===== src/rtl/mcif_sched_pkg.sv =====
// Shared types and helpers for the MCIF four-client request scheduler.
// Client index type and the mod-4 rotation step.
package mcif_sched_pkg;

    localparam int NUM_CLT = 4;
    localparam int CLT_IDW = 2;

    typedef logic [CLT_IDW-1:0] clt_id_t;

    function automatic clt_id_t wrap_inc(clt_id_t id);
        return id + clt_id_t'(1);
    endfunction

endpackage


===== src/rtl/mcif_rr_pick4.sv =====
// Rotating-priority picker: first set bit of the eligible mask,
// scanning upward from start with wrap.
module mcif_rr_pick4
    import mcif_sched_pkg::*;
(
    input  logic [NUM_CLT-1:0] eligible,
    input  clt_id_t            start,
    output clt_id_t            idx,
    output logic               found
);

    clt_id_t cand;

    // Walk from the far end back to start so the nearest hit wins.
    always_comb begin
        idx   = start;
        found = 1'b0;
        cand  = start;
        for (int k = NUM_CLT - 1; k >= 0; k--) begin
            cand = start + clt_id_t'(k);
            if (eligible[cand]) begin
                idx   = cand;
                found = 1'b1;
            end
        end
    end

endmodule


===== src/rtl/mcif_wrr_sched4.sv =====
// Four-client weighted round-robin scheduler feeding the MCIF request
// port through one registered output stage with outstanding tracking.
module mcif_wrr_sched4
    import mcif_sched_pkg::*;
#(
    parameter int AW       = 32,
    parameter int LW       = 8,
    parameter int WW       = 4,
    parameter int MAX_OUTS = 8
) (
    input  logic                  clk,
    input  logic                  rst,
    input  logic [NUM_CLT*WW-1:0] cfg_weight,
    input  logic [NUM_CLT-1:0]    clt_req_valid,
    output logic [NUM_CLT-1:0]    clt_req_ready,
    input  logic [NUM_CLT*AW-1:0] clt_req_addr,
    input  logic [NUM_CLT*LW-1:0] clt_req_len,
    output logic                  mem_req_valid,
    input  logic                  mem_req_ready,
    output logic [AW-1:0]         mem_req_addr,
    output logic [LW-1:0]         mem_req_len,
    output logic [CLT_IDW-1:0]    mem_req_id,
    input  logic                  rsp_done_valid,
    input  logic [CLT_IDW-1:0]    rsp_done_id,
    output logic [NUM_CLT-1:0]    outs_full,
    output logic                  err_underflow
);

    localparam int CW = $clog2(MAX_OUTS + 1);

    logic [CW-1:0] cnt [NUM_CLT];
    logic [WW-1:0] wt [NUM_CLT];
    logic [AW-1:0] addr_v [NUM_CLT];
    logic [LW-1:0] len_v [NUM_CLT];

    logic [NUM_CLT-1:0] eligible;
    logic [NUM_CLT-1:0] inc;
    logic [NUM_CLT-1:0] dec;

    clt_id_t       cur_id;
    clt_id_t       sel;
    clt_id_t       pick_idx;
    logic [WW-1:0] credit;
    logic          pick_found;
    logic          hold;
    logic          any_elig;
    logic          load_en;
    logic          hs;

    for (genvar i = 0; i < NUM_CLT; i++) begin : g_clt
        assign wt[i]        = cfg_weight[i*WW +: WW];
        assign addr_v[i]    = clt_req_addr[i*AW +: AW];
        assign len_v[i]     = clt_req_len[i*LW +: LW];
        assign eligible[i]  = clt_req_valid[i] & (cnt[i] < CW'(MAX_OUTS));
        assign outs_full[i] = (cnt[i] == CW'(MAX_OUTS));
        assign inc[i]       = hs & (sel == clt_id_t'(i));
        assign dec[i]       = rsp_done_valid & (rsp_done_id == clt_id_t'(i));
    end

    mcif_rr_pick4 u_pick (
        .eligible (eligible),
        .start    (wrap_inc(cur_id)),
        .idx      (pick_idx),
        .found    (pick_found)
    );

    assign load_en  = !mem_req_valid | mem_req_ready;
    assign hold     = eligible[cur_id] & (credit != '0);
    assign sel      = hold ? cur_id : pick_idx;
    assign any_elig = hold | pick_found;
    assign hs       = load_en & any_elig;

    assign clt_req_ready = hs ? (NUM_CLT'(1) << sel) : '0;

    always_ff @(posedge clk) begin
        if (rst) begin
            mem_req_valid <= 1'b0;
            mem_req_addr  <= '0;
            mem_req_len   <= '0;
            mem_req_id    <= '0;
            cur_id        <= clt_id_t'(NUM_CLT - 1);
            credit        <= '0;
            err_underflow <= 1'b0;
            for (int i = 0; i < NUM_CLT; i++) cnt[i] <= '0;
        end else begin
            if (load_en) mem_req_valid <= hs;
            if (hs) begin
                mem_req_addr <= addr_v[sel];
                mem_req_len  <= len_v[sel];
                mem_req_id   <= sel;
                if (hold) begin
                    credit <= credit - WW'(1);
                end else begin
                    cur_id <= sel;
                    credit <= (wt[sel] == '0) ? '0 : wt[sel] - WW'(1);
                end
            end
            // Issue and completion on one client in a cycle cancel out.
            for (int i = 0; i < NUM_CLT; i++) begin
                if (inc[i] && !dec[i]) begin
                    cnt[i] <= cnt[i] + CW'(1);
                end else if (dec[i] && !inc[i]) begin
                    if (cnt[i] == '0) err_underflow <= 1'b1;
                    else cnt[i] <= cnt[i] - CW'(1);
                end
            end
        end
    end

endmodule


===== config.mk =====
export PLATFORM = sky130hd
export DESIGN_NAME = mcif_wrr_sched4
export DESIGN_NICKNAME = d
export VERILOG_FILES = /design/src/rtl/mcif_sched_pkg.sv /design/src/rtl/mcif_rr_pick4.sv /design/src/rtl/mcif_wrr_sched4.sv
export SDC_FILE = /design/constraint.sdc
export NUM_CORES = 1
export LEC_CHECK = 0
export ABC_AREA = 1
export BUFFER_PORTS_ARGS = -buffer_cell sky130_fd_sc_hd__buf_2
export CAP_MARGIN = 5
export CORE_MARGIN = 4
export CORE_UTILIZATION = 35
export CTS_CLUSTER_SIZE = 12
export DETAILED_ROUTE_END_ITERATION = 8
export GPL_TIMING_DRIVEN = 0
export PLACE_DENSITY = 0.75
export SYNTH_ARGS = -nofsm -noshare
export SYNTH_HDL_FRONTEND = slang
export SYNTH_SLANG_ARGS = --single-unit

===== constraint.sdc =====
create_clock -name clk -period 2.8 [get_ports clk]
set_clock_uncertainty 0.15 [all_clocks]
set_input_delay 0.42 -clock clk [delete_from_list [all_inputs] [get_ports clk]]
set_output_delay 0.42 -clock clk [all_outputs]
set_load 0.02 [all_outputs]

==> results.toml <==
[timing]
fin_ws_ns = -0.300
max_slew_margin_pct = 51.8
fin_crit_sh_pct = 111
tns_ns = -5.26
rsz0062_at_grt = "yes"
slew_viol_final = 0
worst_pin_slew_ns = 0.723
fmaxAchievable_mhz = 323
setup_viol = 39
period_needed_ns = 3.10
hold_viol = 0

[cells_and_area]
area_growth_pct = 60.8
postLayoutCellArea_mm2 = 0.00727
finish.utilization_pct = 57.6
diodes = 0
fill_cells = 1213
fin_nets = 1169
drive_gt1_share_pct = 44.9
fin_cells = 1148

[synthesis]
synth_fp_nets = 863
synth_top_area_share_pct = 22.1
synth-seq-cells = 66
ys_seq_area_share_pct = 32.8
synth_cells = 665
syn_area_mm2 = 0.00452
synth.most_common_cell = "nand2_1"
async_flop_share_pct = 0
ys.flop_type = "dfxtp_1"
ys_types = 43
yosys.area.top_type = "dfxtp_1"
ys_warn_count = 0
synth-edff-count = 16
avgSynthCellArea_um2 = 6.80
synth_commonest_cells = "235 x nand2_1, 83 x inv_1, 50 x dfxtp_1"
synth.area.top_cells = "dfxtp_1 22%, nand2_1 20%, edfxtp_1 11%"

[die]
rows = 41
die_height_um = 122
start_util_pct = 35.8
fp.dieW_um = 122
dieArea_mm2 = 0.0148
coreArea_mm2 = 0.0126
io_pins = 238

[detailed_routing]
drt-vias-per-instance = 4.82
ant_nets = 0
vias = 5538
drt_pre_antenna_iters = 5
wl_per_cell_um = 15.1
drt_iter0_markers = 297
drc = 0
drt-total-wl_um = 17400

[clock_network]
cts_buffers = 9
clock_latency_ns = 0.33
cts_tree = "yes"
ctsRootBufferMaster = "clkbuf_16"
cts_max_level = 3
numClockSinks = 66
clk_pin_slew_ns = 0.06
cts_hold_buf = 0
clock_path_buffers = 2

[worst_setup_path]
cp_cell_sequence = "inv_2 -> nand3_2 -> nand2_2 -> nand2_1 -> nand2_1 -> nand3_2 -> nand3_2 -> nand2_4 -> a21oi_4 -> nand2_4 -> nor2_4 -> buf_4 -> buf_6 -> buf_6 -> buf_6 -> buf_12 -> buf_6"
cp-end-kind = "output pin"
crit_slowest_cell = "edfxtp_1"
ff2ff_path_depth = 21
crit_type = "register to output pin"
arrival_ns = 2.53
cp.required_ns = 2.23
crit_path_frequent_cell = "buf_6"
path_max_fanout = 4
ff2ff_setup_slack_ns = -0.28
worstSetupStartpointType = "register"
cpPeakStageDelay_ns = 0.42

[run_status]
status = "finished with violations"
violations = "setup timing"

[global_route]
grt_antenna_before_repair = 0
grt_max_degree = 18
grt_pass1_vias = 5264
gr-total-overflow = 0
grt_usage_pct = 21.6
grt_pass1_wl_um = 25400

[power_and_ir_drop]
vdd_drop_max_v = 0.000776
power_mw = 11.7
p_leak_nw = 3.81
powerDensity_mw_per_mm2 = 1610

[hold_path]
hold_path_depth = 5
hp-class = "input port to register"

[placed_design]
io_buffers = 237
dp.cells = 1074
place_area_mm2 = 0.00601
gp_congestion = 0.865
hpwl_um = 12600

[run]
maxCapViolCount = 0
-- per-layer routing --
layer / wire length [um] / vias to the layer above / track usage, %
met5: 0 / - / 0
met3: 1020 / 25 / 4.36
met4: 340 / 0 / 6.65
met1: 7060 / 2530 / 26.4
li1: - / 2777 / -
met2: 8940 / 206 / 38.3
-- kinds of logic after synthesis --
logic type                 after synthesis  share of synthesized area, %
buffers and inverters                  120                          11.8
AOI/OAI and AO/OA                       75                          10.8
adders and majority gates               12                          3.82
and+or+nand+nor                        378                          37.9
DFF                                     66                          32.8
xor gates and xnor gates                14                          2.88
-- timing repair --
item | CTS | global route
setup buffers | 40 | 23
endpoints found under the setup margin | 25 | 68
resized for setup | 53 | 77
hold endpoints to repair | 0 | 0
pin swaps | 33 | 48
gates cloned | 0 | 2
-- report_power, final --
part	switching, mW	internal [mW]
logic	5.01	4.02
clock network	0.437	0.597
registers	0.243	1.41
-- final timing paths --
check                                      start                to
worst min-delay path            clt_req_addr[76]  mem_req_addr[12]
worst max-delay path                   cnt[1][3]  clt_req_ready[1]
worst max register to register         cnt[1][3]         cnt[1][3]
worst min register to register         credit[1]         credit[1]
-- state kept, by name, summed over array words and instances, names as in the netlist --
name,count
mem_req_addr,32
cnt,16
mem_req_len,8
credit,4
cur_id,2
mem_req_id,2
err_underflow,1
mem_req_valid,1
-- critical path: cells and delay by family (launching register included) --
family	cells	cell delay [ns]
buffers and inverters	7	0.74
flip-flops	1	0.42
AND/OR/NAND/NOR	9	0.84
AO/OA/AOI/OAI	1	0.20
-- metrics by stage --
stage               hold slack, ns  setup WS, ns
floorplan                    0.294       -0.0930
global placement             0.304        -0.585
detailed placement           0.309        -0.623
CTS                          0.228        -0.112
global route                 0.244        -0.455
finish                       0.228        -0.300
-- final cells by class --
type                            instances  area [um2]  area share, %
Clock inverter                          7        42.5          0.585
Tap cell                              172         215           2.96
Inverter                               90         363           4.99
Sequential cell                        66        1480           20.4
Buffer                                 24         216           2.98
Clock buffer                            9         225           3.10
Multi-Input combinational cell        479        2890           39.7
Timing Repair Buffer                  301        1840           25.3
-- placed cells by master (no fill, tap or decap), types with 3 or more instances in the layout --
master       n
a21oi_1     26
a21oi_2      3
a22oi_1     23
buf_12       7
buf_2      236
buf_4       45
buf_6       20
buf_8        5
clkbuf_1     7
clkbuf_16   11
clkinv_2     3
dfxtp_1     49
edfxtp_1    16
fa_2         3
ha_1         5
ha_4         4
inv_1       74
inv_2       11
inv_4        5
nand2_1    203
nand2_2     29
nand2_4      8
nand3_1     24
nand3_2     11
nand3_4      3
nand4_1     40
nor2_1      19
nor2_2       3
nor2_4       7
nor3_1       4
nor4_1       6
o211ai_1     3
o21ai_0      5
o21ai_1      7
o21ai_4      3
or2_1       13
or2_2        3
xor2_1       8
Note: power is estimated with default switching activity, not from simulation.
